<file path="config.mk">
export PLATFORM = sky130hd
export DESIGN_NAME = loctag_meas_sched_flat
export DESIGN_NICKNAME = d
export VERILOG_FILES = /design/src/rtl/loctag_meas_sched_if.sv /design/src/rtl/loctag_meas_sched.sv /design/src/flat_wrapper.sv
export SDC_FILE = /design/constraint.sdc
export NUM_CORES = 1
export LEC_CHECK = 0
export CORE_ASPECT_RATIO = 0.8
export CORE_UTILIZATION = 55
export DETAILED_ROUTE_END_ITERATION = 6
export PLACE_DENSITY = 0.77
export SLEW_MARGIN = 20
export SYNTH_ARGS = -nofsm -noshare
export SYNTH_HDL_FRONTEND = slang
export SYNTH_SLANG_ARGS = --single-unit
</file>
<file path="constraint.sdc">
create_clock -name clk -period 2.58 [get_ports clk]
set_input_delay 0.387 -clock clk [delete_from_list [all_inputs] [get_ports clk]]
set_output_delay 0.387 -clock clk [all_outputs]
set_load 0.005 [all_outputs]
</file>
<file path="src/rtl/loctag_meas_sched_if.sv">
// Conversion request/acknowledge link between the measurement scheduler (master)
// and the serial-ADC reader (slave).
interface loctag_meas_sched_if;
  logic        conv_req;
  logic        conv_ack;
  logic [11:0] conv_data;

  modport master (
    output conv_req,
    input  conv_ack,
    input  conv_data
  );

  modport slave (
    input  conv_req,
    output conv_ack,
    output conv_data
  );
endinterface

</file>
<file path="src/rtl/loctag_meas_sched.sv">
// LocTag measurement scheduler: trigger sync, detector power-up, ADC request burst and
// accumulation. Define LOCTAG_SCHED_TIMEOUT_EN to build the conv_ack timeout and err flag.
module loctag_meas_sched #(
  parameter int CLK_PER_US       = 50,
  parameter int TRIG_DELAY_IN_US = 2,
  parameter int SETTLE_CYCLES    = 25,
  parameter int NUM_SAMPLES      = 16,
  parameter int SAMPLE_GAP       = 50,
  parameter int ACK_TIMEOUT      = 255
) (
  input  logic                clk,
  input  logic                reset,
  input  logic                trig,
  input  logic [1:0]          mode,
  input  logic [1:0]          mac_q,
  loctag_meas_sched_if.master conv,
  output logic                lt5534_en,
  output logic                ctrl_1,
  output logic [15:0]         sum,
  output logic                sum_valid,
  output logic                busy,
  output logic                err
);
  localparam int DELAY_CYCLES = TRIG_DELAY_IN_US * CLK_PER_US;
  localparam int MAX_A        = (DELAY_CYCLES > SETTLE_CYCLES) ? DELAY_CYCLES : SETTLE_CYCLES;
  localparam int MAX_B        = (SAMPLE_GAP > ACK_TIMEOUT) ? SAMPLE_GAP : ACK_TIMEOUT;
  localparam int CNT_MAX      = (MAX_A > MAX_B) ? MAX_A : MAX_B;
  localparam int CNT_W        = $clog2(CNT_MAX + 1);
  localparam int SCNT_W       = $clog2(NUM_SAMPLES + 1);

  localparam logic [CNT_W-1:0]  DELAY_LAST  = CNT_W'(DELAY_CYCLES - 1);
  localparam logic [CNT_W-1:0]  SETTLE_LAST = CNT_W'(SETTLE_CYCLES - 1);
  localparam logic [CNT_W-1:0]  GAP_LAST    = CNT_W'(SAMPLE_GAP - 1);
  localparam logic [SCNT_W-1:0] SAMPLE_LAST = SCNT_W'(NUM_SAMPLES - 1);

  typedef enum logic [2:0] {
    S_IDLE, S_DELAY, S_SETTLE, S_REQ, S_WAIT_ACK, S_GAP, S_DONE
  } state_t;

  state_t            state_reg, state_next;
  logic [1:0]        sync_reg;
  logic              trig_prev_reg;
  logic [CNT_W-1:0]  cnt_reg, cnt_next;
  logic [SCNT_W-1:0] scnt_reg, scnt_next;
  logic [15:0]       acc_reg, acc_next;
  logic [15:0]       sum_reg, sum_next;
  logic              sum_valid_reg, sum_valid_next;
  logic              conv_req_reg, conv_req_next;
  logic              cont_reg, cont_next;
  logic              mac_nz_reg, mac_nz_next;
  logic              trig_s, trig_rise, aborting;

  assign trig_s    = sync_reg[1];
  assign trig_rise = trig_s & ~trig_prev_reg;
  // A dropped trigger abandons the measurement anywhere between acceptance and DONE.
  assign aborting  = ~trig_s && (state_reg inside {S_DELAY, S_SETTLE, S_REQ, S_WAIT_ACK, S_GAP});

`ifdef LOCTAG_SCHED_TIMEOUT_EN
  localparam logic [CNT_W-1:0] TIMEOUT_LAST = CNT_W'(ACK_TIMEOUT - 1);
  logic err_reg, err_next;
`endif

  always_comb begin
    state_next     = state_reg;
    cnt_next       = cnt_reg;
    scnt_next      = scnt_reg;
    acc_next       = acc_reg;
    sum_next       = sum_reg;
    sum_valid_next = 1'b0;
    conv_req_next  = 1'b0;
    cont_next      = cont_reg;
    mac_nz_next    = mac_nz_reg;
`ifdef LOCTAG_SCHED_TIMEOUT_EN
    err_next       = err_reg;
`endif
    if (aborting) begin
      state_next = S_IDLE;
      cnt_next   = '0;
    end else begin
      case (state_reg)
        S_IDLE: begin
          if (trig_rise && (mode == 2'b01 || mode == 2'b10)) begin
            cont_next   = mode[1];
            mac_nz_next = |mac_q;
            acc_next    = '0;
            scnt_next   = '0;
            cnt_next    = '0;
`ifdef LOCTAG_SCHED_TIMEOUT_EN
            err_next    = 1'b0;
`endif
            state_next  = S_DELAY;
          end
        end
        S_DELAY: begin
          if (cnt_reg == DELAY_LAST) begin
            cnt_next   = '0;
            state_next = S_SETTLE;
          end else begin
            cnt_next = cnt_reg + 1'b1;
          end
        end
        S_SETTLE: begin
          if (cnt_reg == SETTLE_LAST) begin
            cnt_next   = '0;
            state_next = S_REQ;
          end else begin
            cnt_next = cnt_reg + 1'b1;
          end
        end
        S_REQ: begin
          conv_req_next = 1'b1;
          cnt_next      = '0;
          state_next    = S_WAIT_ACK;
        end
        S_WAIT_ACK: begin
          if (conv.conv_ack) begin
            acc_next  = acc_reg + {4'd0, conv.conv_data};
            scnt_next = scnt_reg + 1'b1;
            cnt_next  = '0;
            if (scnt_reg == SAMPLE_LAST) begin
              sum_next       = acc_next;
              sum_valid_next = 1'b1;
              state_next     = S_DONE;
            end else begin
              state_next = S_GAP;
            end
`ifdef LOCTAG_SCHED_TIMEOUT_EN
          end else if (cnt_reg == TIMEOUT_LAST) begin
            err_next   = 1'b1;
            cnt_next   = '0;
            state_next = S_IDLE;
          end else begin
            cnt_next      = cnt_reg + 1'b1;
            conv_req_next = 1'b1;
          end
`else
          end else begin
            conv_req_next = 1'b1;
          end
`endif
        end
        S_GAP: begin
          if (cnt_reg == GAP_LAST) begin
            cnt_next   = '0;
            state_next = S_REQ;
          end else begin
            cnt_next = cnt_reg + 1'b1;
          end
        end
        S_DONE: begin
          // Continuous mode re-runs from SETTLE with the detector still powered.
          if (cont_reg && trig_s) begin
            acc_next   = '0;
            scnt_next  = '0;
            cnt_next   = '0;
            state_next = S_SETTLE;
          end else begin
            state_next = S_IDLE;
          end
        end
        default: state_next = S_IDLE;
      endcase
    end
  end

  always_ff @(posedge clk or negedge reset) begin
    if (!reset) begin
      sync_reg      <= 2'b00;
      trig_prev_reg <= 1'b0;
      state_reg     <= S_IDLE;
      cnt_reg       <= '0;
      scnt_reg      <= '0;
      acc_reg       <= '0;
      sum_reg       <= '0;
      sum_valid_reg <= 1'b0;
      conv_req_reg  <= 1'b0;
      cont_reg      <= 1'b0;
      mac_nz_reg    <= 1'b0;
    end else begin
      sync_reg      <= {sync_reg[0], trig};
      trig_prev_reg <= trig_s;
      state_reg     <= state_next;
      cnt_reg       <= cnt_next;
      scnt_reg      <= scnt_next;
      acc_reg       <= acc_next;
      sum_reg       <= sum_next;
      sum_valid_reg <= sum_valid_next;
      conv_req_reg  <= conv_req_next;
      cont_reg      <= cont_next;
      mac_nz_reg    <= mac_nz_next;
    end
  end

`ifdef LOCTAG_SCHED_TIMEOUT_EN
  always_ff @(posedge clk or negedge reset) begin
    if (!reset) err_reg <= 1'b0;
    else        err_reg <= err_next;
  end
  assign err = err_reg;
`else
  assign err = 1'b0;
`endif

  assign conv.conv_req = conv_req_reg;
  assign sum           = sum_reg;
  assign sum_valid     = sum_valid_reg;
  assign busy          = (state_reg != S_IDLE);
  assign lt5534_en     = (state_reg != S_IDLE);
  assign ctrl_1        = mac_nz_reg && (state_reg inside {S_SETTLE, S_REQ, S_WAIT_ACK, S_GAP, S_DONE});
endmodule

</file>
<file path="src/flat_wrapper.sv">
// flat-port wrapper written by rule: the top's interface ports become plain ports
module loctag_meas_sched_flat 
#(
  parameter int CLK_PER_US       = 50,
  parameter int TRIG_DELAY_IN_US = 2,
  parameter int SETTLE_CYCLES    = 25,
  parameter int NUM_SAMPLES      = 16,
  parameter int SAMPLE_GAP       = 50,
  parameter int ACK_TIMEOUT      = 255
)
  (clk, reset, trig, mode, mac_q, lt5534_en, ctrl_1, sum, sum_valid, busy, err, conv_conv_req, conv_conv_ack, conv_conv_data);
  loctag_meas_sched_if conv_i ();
  input  logic clk;
  input  logic reset;
  input  logic trig;
  input  logic [1:0] mode;
  input  logic [1:0] mac_q;
  output logic lt5534_en;
  output logic ctrl_1;
  output logic [15:0] sum;
  output logic sum_valid;
  output logic busy;
  output logic err;
  output wire logic [$bits(conv_i.conv_req)-1:0] conv_conv_req;
  input wire logic [$bits(conv_i.conv_ack)-1:0] conv_conv_ack;
  input wire logic [$bits(conv_i.conv_data)-1:0] conv_conv_data;
  assign conv_conv_req = conv_i.conv_req;
  assign conv_i.conv_ack = conv_conv_ack;
  assign conv_i.conv_data = conv_conv_data;
  loctag_meas_sched #(.CLK_PER_US(CLK_PER_US), .TRIG_DELAY_IN_US(TRIG_DELAY_IN_US), .SETTLE_CYCLES(SETTLE_CYCLES), .NUM_SAMPLES(NUM_SAMPLES), .SAMPLE_GAP(SAMPLE_GAP), .ACK_TIMEOUT(ACK_TIMEOUT)) u_core (.clk(clk), .reset(reset), .trig(trig), .mode(mode), .mac_q(mac_q), .conv(conv_i), .lt5534_en(lt5534_en), .ctrl_1(ctrl_1), .sum(sum), .sum_valid(sum_valid), .busy(busy), .err(err));
endmodule
</file>
After elaboration in Yosys (flattened, before gate mapping). Cells that the tools add are included.

Register bits after elaboration: 55. Word-level logic and storage cells: 88.

Equal/unequal tests: 21. Mux-type cells: 32. Reduce and logical (&&, ||, !) cells: 17. $add $sub $neg: 3. Bitwise gates (word level): 4.

Operator list (number): $mux 8 (7); $pmux 8 s7 (1); $mux 16 (3); $pmux 16 s3 (1); $pmux 3 s7 (1); $mux 3 (6); $add 16x12->16 (1); $mux 5 (3); $pmux 5 s3 (1); $reduce_and 5->1 (2); $reduce_bool 5->1 (2); $eq 3x3->1 const B (3); $ne 3x1->1 const B (3); $ne 3x2->1 const B (3); $add 8x1->8 const B (1); $eq 8x5->1 const B (1); $eq 8x6->1 const B (1); $eq 8x7->1 const B (1); $reduce_and 4->1 (2); $reduce_bool 8->1 (1); $eq 3x2->1 const B (2); $mux 1 (6); $reduce_bool 3->1 (2); $add 5x1->5 const B (1); other kinds (15) (22).

Logic depth before layout (Yosys ltp). Gate-level depths: netlist (run 1).

Depth after elaboration: 6. Mapped depth: 9. Depth with buffers taken out: 8.

Worst setup path after synthesis (run 1). No wires, ideal clock.

Path kind: input-to-reg. Start: input conv_conv_data[0]. End: register u_core.sum_reg[12], in the netlist u_core.sum[12]. Data required time: 2445 ps. Library setup time: 135 ps. Stages: 8. Path buffers: 0. Data arrival time: 2167 ps. Setup slack: 278 ps. Cells stage by stage: ha_1 fa_1 a21o_1 a311oi_1 nor4_1 or3_1 xnor2_1 o21ai_0.

Word-level cells in the longest chain between the ends: 1.

Ends and longest elaborated chain: from (decl) (RTL line flat_wrapper.sv:26) `input wire logic [$bits(conv_i.conv_data)-1:0] conv_conv_data;`; $add 16x12->16 (RTL line loctag_meas_sched.sv:117) `acc_next = acc_reg + {4'd0, conv.conv_data};`; to (signal assigned) (RTL line loctag_meas_sched.sv:186) `sum_reg <= sum_next;`; to (decl) (RTL line loctag_meas_sched.sv:46) `logic [15:0] sum_reg, sum_next;`.

Every way passes these cells. A chain may end at the register's enable or synchronous reset.

Final worst setup path (run 1). Same ends and word-level chain as after synthesis.

==> results of run 1 <==
-- routing by layer --
layer  share of wire, %  track usage [%]  vias up
met5                  0                0        -
met4                1.3            6.875        0
met3                5.0            4.048        8
met2                 44            38.60       58
met1                 50            36.99     1192
li1                   -                -     1205
-- kinds of logic after synthesis --
group / after synthesis
AOI/OAI and AO/OA: 89
xor gates and xnor gates: 17
adders and majority gates: 19
buffers and inverters: 27
DFF: 55
muxes: 11
other: 1
and+or+nand+nor: 88
-- metrics by stage --
step | hold WS [ns] | setup TNS, ns | worst slack (ns) | std cells
after floorplan | 0.09141 | 0 | 0.2776 | 307
after global placement | 0.3331 | -1.647 | -0.2788 | 413
after detailed placement | 0.3499 | -2.108 | -0.3759 | 413
after CTS | 0.1396 | 0 | 0.02425 | 421
after global routing | 0.1623 | -0.01212 | -0.01212 | 421
final | 0.1120 | 0 | 0.09869 | 421
-- critical path: cells and delay by family --
| family | cells | cell delay [ns] |
|---|---|---|
| buffers and inverters | 1 | 0.40 |
| AND/OR/NAND/NOR | 2 | 0.54 |
| XOR/XNOR | 1 | 0.17 |
| adder cells (fa/ha/maj) | 2 | 0.59 |
| AO/OA/AOI/OAI | 3 | 0.58 |
-- synthesized netlist by cell type, drive strengths merged, types with 3 or more instances --
| library cell | instances |
|---|---|
| nor2 | 12 |
| xor2 | 5 |
| inv | 10 |
| a21o | 5 |
| xnor2 | 12 |
| o21bai | 7 |
| dfrtp | 55 |
| mux2 | 11 |
| o21ai | 28 |
| o22ai | 3 |
| a22o | 14 |
| buf | 7 |
| and3 | 4 |
| nand2 | 39 |
| a21oi | 13 |
| or3 | 5 |
| nand3 | 9 |
| ha | 18 |
| nand4 | 4 |
| a31oi | 3 |
| clkbuf | 10 |
-- placed cells by master (no fill, tap or decap), drive strengths merged, types with 12 or more instances in the layout --
| cell | instances |
|---|---|
| nor2 | 12 |
| a21oi | 13 |
| dfrtp | 55 |
| nand2 | 39 |
| clkdlybuf4s50 | 39 |
| xnor2 | 12 |
| a22o | 14 |
| buf | 22 |
| ha | 18 |
| o21ai | 28 |
-- worst paths after layout --
kind                                                   to  slack, ns  cells after the start
min in group clk             u_core.sync_reg[1]$_DFF_PN0_       0.37                      0
setup reg to reg               u_core.sum[12]$_DFFE_PN0P_       0.20                      8
hold / removal             u_core.scnt_reg[3]$_DFFE_PN0P_       0.11                      1
setup / recovery               u_core.sum[12]$_DFFE_PN0P_        0.1                      9
hold reg to reg              u_core.sync_reg[1]$_DFF_PN0_       0.37                      0
max in group asynchronous       u_core.sum[1]$_DFFE_PN0P_       1.82                      2
-- cell type report --
cell class | instances | area share, %
multi-input cells | 225 | 42.48
repair buffers | 61 | 14.87
flip-flops and latches | 55 | 37.00
well taps | 62 | 2.085
clock inverters | 1 | 0.2355
inverters | 10 | 1.009
clock buffers | 7 | 2.321
-- power groups by stage --
stage / Sequential [mW] / Clock, mW / Combinational (mW)
2_1_floorplan: 0.971 / 0 / 0.528
3_3_place_gp: 0.998 / 0 / 0.760
3_5_place_dp: 1.00 / 0 / 0.787
4_1_cts: 0.986 / 0.510 / 0.790
5_1_grt: 0.998 / 0.543 / 0.885
6_report: 0.988 / 0.498 / 0.789
-- what timing repair did --
item | in CTS | in global routing
pin swaps | 0 | 2
gates resized for setup | 1 | 1
endpoints found under the setup margin | 2 | 4
setup buffers | 0 | 0
==> metrics, run 1 <==
status completed; final hold vios 0; Worst path slowest cell or3_1; Storage cell area approximately 1400 um^2; Seq pwr share between 40% and 50%; number of global-route vias before repair 2386; final core occ 71.81%; placed cell areas 3616 um^2; cell area after layout 3720 um^2; I/O pin cnt between 40 and 50; Cell variety after synth 54; cell area after synthesis approximately 3000 um^2; Area contributors post-synth dfrtp_1 45%, ha_1 7.3%, nand2_1 4.8%; Synth async-reset ratio 100.0%; FF-to-FF Start u_core.acc_reg[0]$_DFFE_PN0P_; Peak VDD IR 366.4 uV; Synth Area in XOR/XNOR 4.859%; Post-Syn Instances 307; Critical Path RT around 2.8 ns; crit start category input port; GRT Resource Usage Total 25.08%; FILL cells 405; yosys warns 0; logic gate share of total power a little over a third; worst min path class in -> async; DIE AREA ~6000 um^2; largest net degree at the start of global routing 32; global-route wire length before repair 11390 um; adder-cell share of the synthesized area 8.003%; Simple-Gate Fraction of Synth Area 14.50%; ANT nets after route 0; final critical-path required period 2.481 ns; DRC violations left 0; total grt overflow 0; Core ar. 5180 um^2; Clk pwr share roughly 22%; Yosys top cell by area dfrtp_1; post-layout total power between 2 and 2.5 mW; initial cell density of the core roughly three fifths; First-pass DRT Iterations 4; kind of critical path in -> reg; clock root buffer clkbuf_8; IO buf count 40; Int Power 1.491 mW; clock skew 0.008490 ns; Clk pin slew, worst setup/hold paths 0.10 ns; Synth top area share 44.92%; chip height 68.76 um; Vias/cell 5.850; Arr. time, crit path 2.68 ns; routability congestion estimate 0.8675; Worst-Skew Late Latency 0.31 ns; Setup crit start conv_conv_data[0]; CP peak stage delay 0.43 ns; Horiz. Die Dim 85.45 um; TritonCTS clock tree done; Synth-to-Final Area Change 21.40%; Post-synth EDFFs 0; CTS sink count 55; Psw roughly 780 uW; Routed WL per cell 15.80 um; critical-path cell list clkdlybuf4s50_1 > ha_1 > fa_2 > a21o_1 > a311oi_2 > nor4_1 > or3_1 > xnor2_1 > o21ai_0; worst slew pin tran a little under 0.7 ns; Synth Net Count 346; vias 2463; site row count 23; leakage 1.697 nW; layout cell share with drive strength beyond 1 14.21%; CP Max Fanout 3; initial antenna violation count 0; largest family of logic cells by synthesized area compound AO/OA/AOI/OAI gates; switch share around 34%; Num CTS Buffers 5; fin crit share 96.17%; CTS Buffer Depth 2; CTS Hold Buffers Added 0; slew margin rel. 54.56%; Final Setup Violations 0; max-cap violation count 0; P per Cell Area 611.6 nW/um^2; Seq cells post-synth 55; Main synth FF type dfrtp_1; n_diodes 0; WL final 6651 um; hpwl dp 5058 um; Max Clock Freq 403.0 MHz; fraction of the yosys area taken by sequential cells 44.92%; CP Capture Type flip-flop; final slew viol count 0; multi-input logic area 1580 um^2; Iter 0 DRT Violations 166; Compound-Gate Fraction of Synth Area 19.76%; mux cell area share after synthesis 4.042%; H-tree lvl count 2; Final #Nets around 400; Post-Syn Area per Cell roughly 10 um^2
No activity file was read; power rests on OpenSTA's default activity.
==> run 2, diff against run 1 <==
- PLACE_DENSITY: 0.77 -> 0.8
==> run 2 against run 1 <==
Clock power is 3% lower. Fmax is 0.95% higher. Combinational power is 2% lower. Routed wire length is 3.3% lower. Clock skew is 0.0035 ns lower. Global-route usage is 0.94 points lower. Utilization is 0.39 points higher. Critical path depth stayed put. Via count is 0.45% lower.
==> metrics, run 2 (synthesis gave the netlist of run 1 again) <==
status completed; fin cells 419; most frequent cells in the layout 55 x dfrtp_1, 39 x nand2_1, 39 x clkdlybuf4s50_1, 26 x o21ai_0, 19 x buf_4; largest net degree at the start of global routing 56; Reg-to-Reg End u_core.acc_reg[12]$_DFFE_PN0P_; total grt overflow 0; initial antenna violation count 0; final hold vios 0; clock skew about 0.005 ns; initial cell density of the core 59.15%; Clk pin slew, worst setup/hold paths 0.09 ns; layout cell share with drive strength beyond 1 14.85%; slew margin rel. 57.35%; P per Cell Area 602.6 nW/um^2; final core occ between 70% and 80%; max-cap violation count 0; site row count 23; CTS sink count 55; FILL cells 387; routability congestion estimate approximately 0.9; Num CTS Buffers 5; hpwl dp 4581 um; chip height 68.76 um; leakage roughly 1.7 nW; clock root buffer clkbuf_8; CP peak stage delay 0.43 ns; Routed WL per cell 15.34 um; Psw 763.1 uW; Clk pwr share 21.5%; ANT nets after route 0; H-tree lvl count 2; critical-path cell list clkdlybuf4s50_1 > ha_1 > fa_2 > a21o_1 > a311oi_2 > nor4_2 > or3_4 > o21bai_4 > a22o_1; First-pass DRT Iterations 4; vias 2452; CP Capture Type flip-flop; DRC violations left 0; Core ar. 5180 um^2; Synth-to-Final Area Change 22.05%; fin crit share ~95%; Arr. time, crit path around 2.7 ns; worst slew pin tran 0.6397 ns; worst min path class in -> async; CTS Hold Buffers Added 0; final critical-path required period about 2.5 ns; Max Clock Freq between 400 and 500 MHz; Seq pwr share approximately 44%; TritonCTS clock tree done; internal reg-to-reg setup slack 0.25 ns; Final Setup Violations 0; global-route wire length before repair 10850 um; I/O pin cnt 42; RSZ-0062 raised after global routing no; Peak VDD IR about 360 uV; Int Power 1.490 mW; number of global-route vias before repair approximately 2300; WL final 6429 um; switch share 33.86%; IO buf count 40; Iter 0 DRT Violations 133; CP Max Fanout 3; logic gate share of total power 34.3%; kind of critical path in -> reg; final slew viol count 0; FF-to-FF Start u_core.acc_reg[0]$_DFFE_PN0P_; crit start category input port; CTS Buffer Depth 2; most common cell after layout, fill and taps aside dfrtp_1; Horiz. Die Dim 85.45 um; placed cell areas between 3000 and 4000 um^2; DIE AREA 5876 um^2; Worst path slowest cell or3_4; GRT Resource Usage Total between 20% and 30%; placed cells 410; n_diodes 0; r2r worst-path depth 8; Vias/cell 5.852; cell area after layout 3740 um^2; Critical Path RT about 2.8 ns; Worst-Skew Late Latency 0.31 ns; Final #Nets slightly below 400
==> run 2: critical path, delay by kind of cell <==
| kind | cells | cell delay (ns) |
|---|---|---|
| compound gates | 4 | 0.79 |
| fa+ha+maj | 2 | 0.58 |
| simple gates | 2 | 0.54 |
| buf+inv | 1 | 0.41 |
==> run 2: timing repair <==
item | CTS | global route
pin swaps | 0 | 5
resized for setup | 1 | 5
buffers inserted | 0 | 2
endpoints found under the setup margin | 2 | 3
==> run 2: stage by stage <==
stage | TNS [ns] | total power [mW] | setup WS, ns | hold slack, ns
finish | 0 | 2.254 | 0.1221 | 0.05091
global route | 0 | 2.396 | 0.009855 | 0.05968
CTS | 0 | 2.250 | 0.03225 | 0.06078
detailed placement | -2.043 | 1.763 | -0.3448 | 0.3413
global placement | -1.495 | 1.743 | -0.2569 | 0.3323
floorplan | 0 | 1.500 | 0.2776 | 0.09141
==> run 2: area by class of cell <==
class	count	area (um^2)	area share, %
Timing Repair Buffer	60	558.0	14.92
Clock inverter	1	5.005	0.1338
Tap cell	62	77.57	2.074
Multi-Input combinational cell	225	1603	42.86
Inverter	10	37.54	1.004
Sequential cell	55	1376	36.80
Clock buffer	6	82.58	2.208
==> run 2: worst max-delay path by stage <==
stage	start	end	slack, ns	cells past startpoint
global route	conv_conv_data[0]	u_core.sum[8]$_DFFE_PN0P_	0.01	10
global placement	conv_conv_data[0]	u_core.sum[12]$_DFFE_PN0P_	-0.26	9
finish	conv_conv_data[0]	u_core.acc_reg[12]$_DFFE_PN0P_	0.12	9
floorplan	conv_conv_data[0]	u_core.sum[12]$_DFFE_PN0P_	0.28	8
CTS	conv_conv_data[0]	u_core.acc_reg[12]$_DFFE_PN0P_	0.03	9
detailed placement	conv_conv_data[0]	u_core.acc_reg[12]$_DFFE_PN0P_	-0.34	9
==> run 2: layer usage <==
metal	global-route usage (%)	vias up	wire length, um
li1	-	1204	-
met1	34.64	1176	3244
met2	37.40	68	2792
met3	4.524	4	345
met4	7.917	0	47
met5	0	-	0
==> run 2: power groups by stage <==
stage	Sequential, mW	Clock, mW	Combinational (mW)
CTS	0.994	0.500	0.756
floorplan	0.971	0	0.528
global route	1.01	0.523	0.867
detailed placement	1.01	0	0.753
global placement	1.01	0	0.732
finish	0.996	0.484	0.774
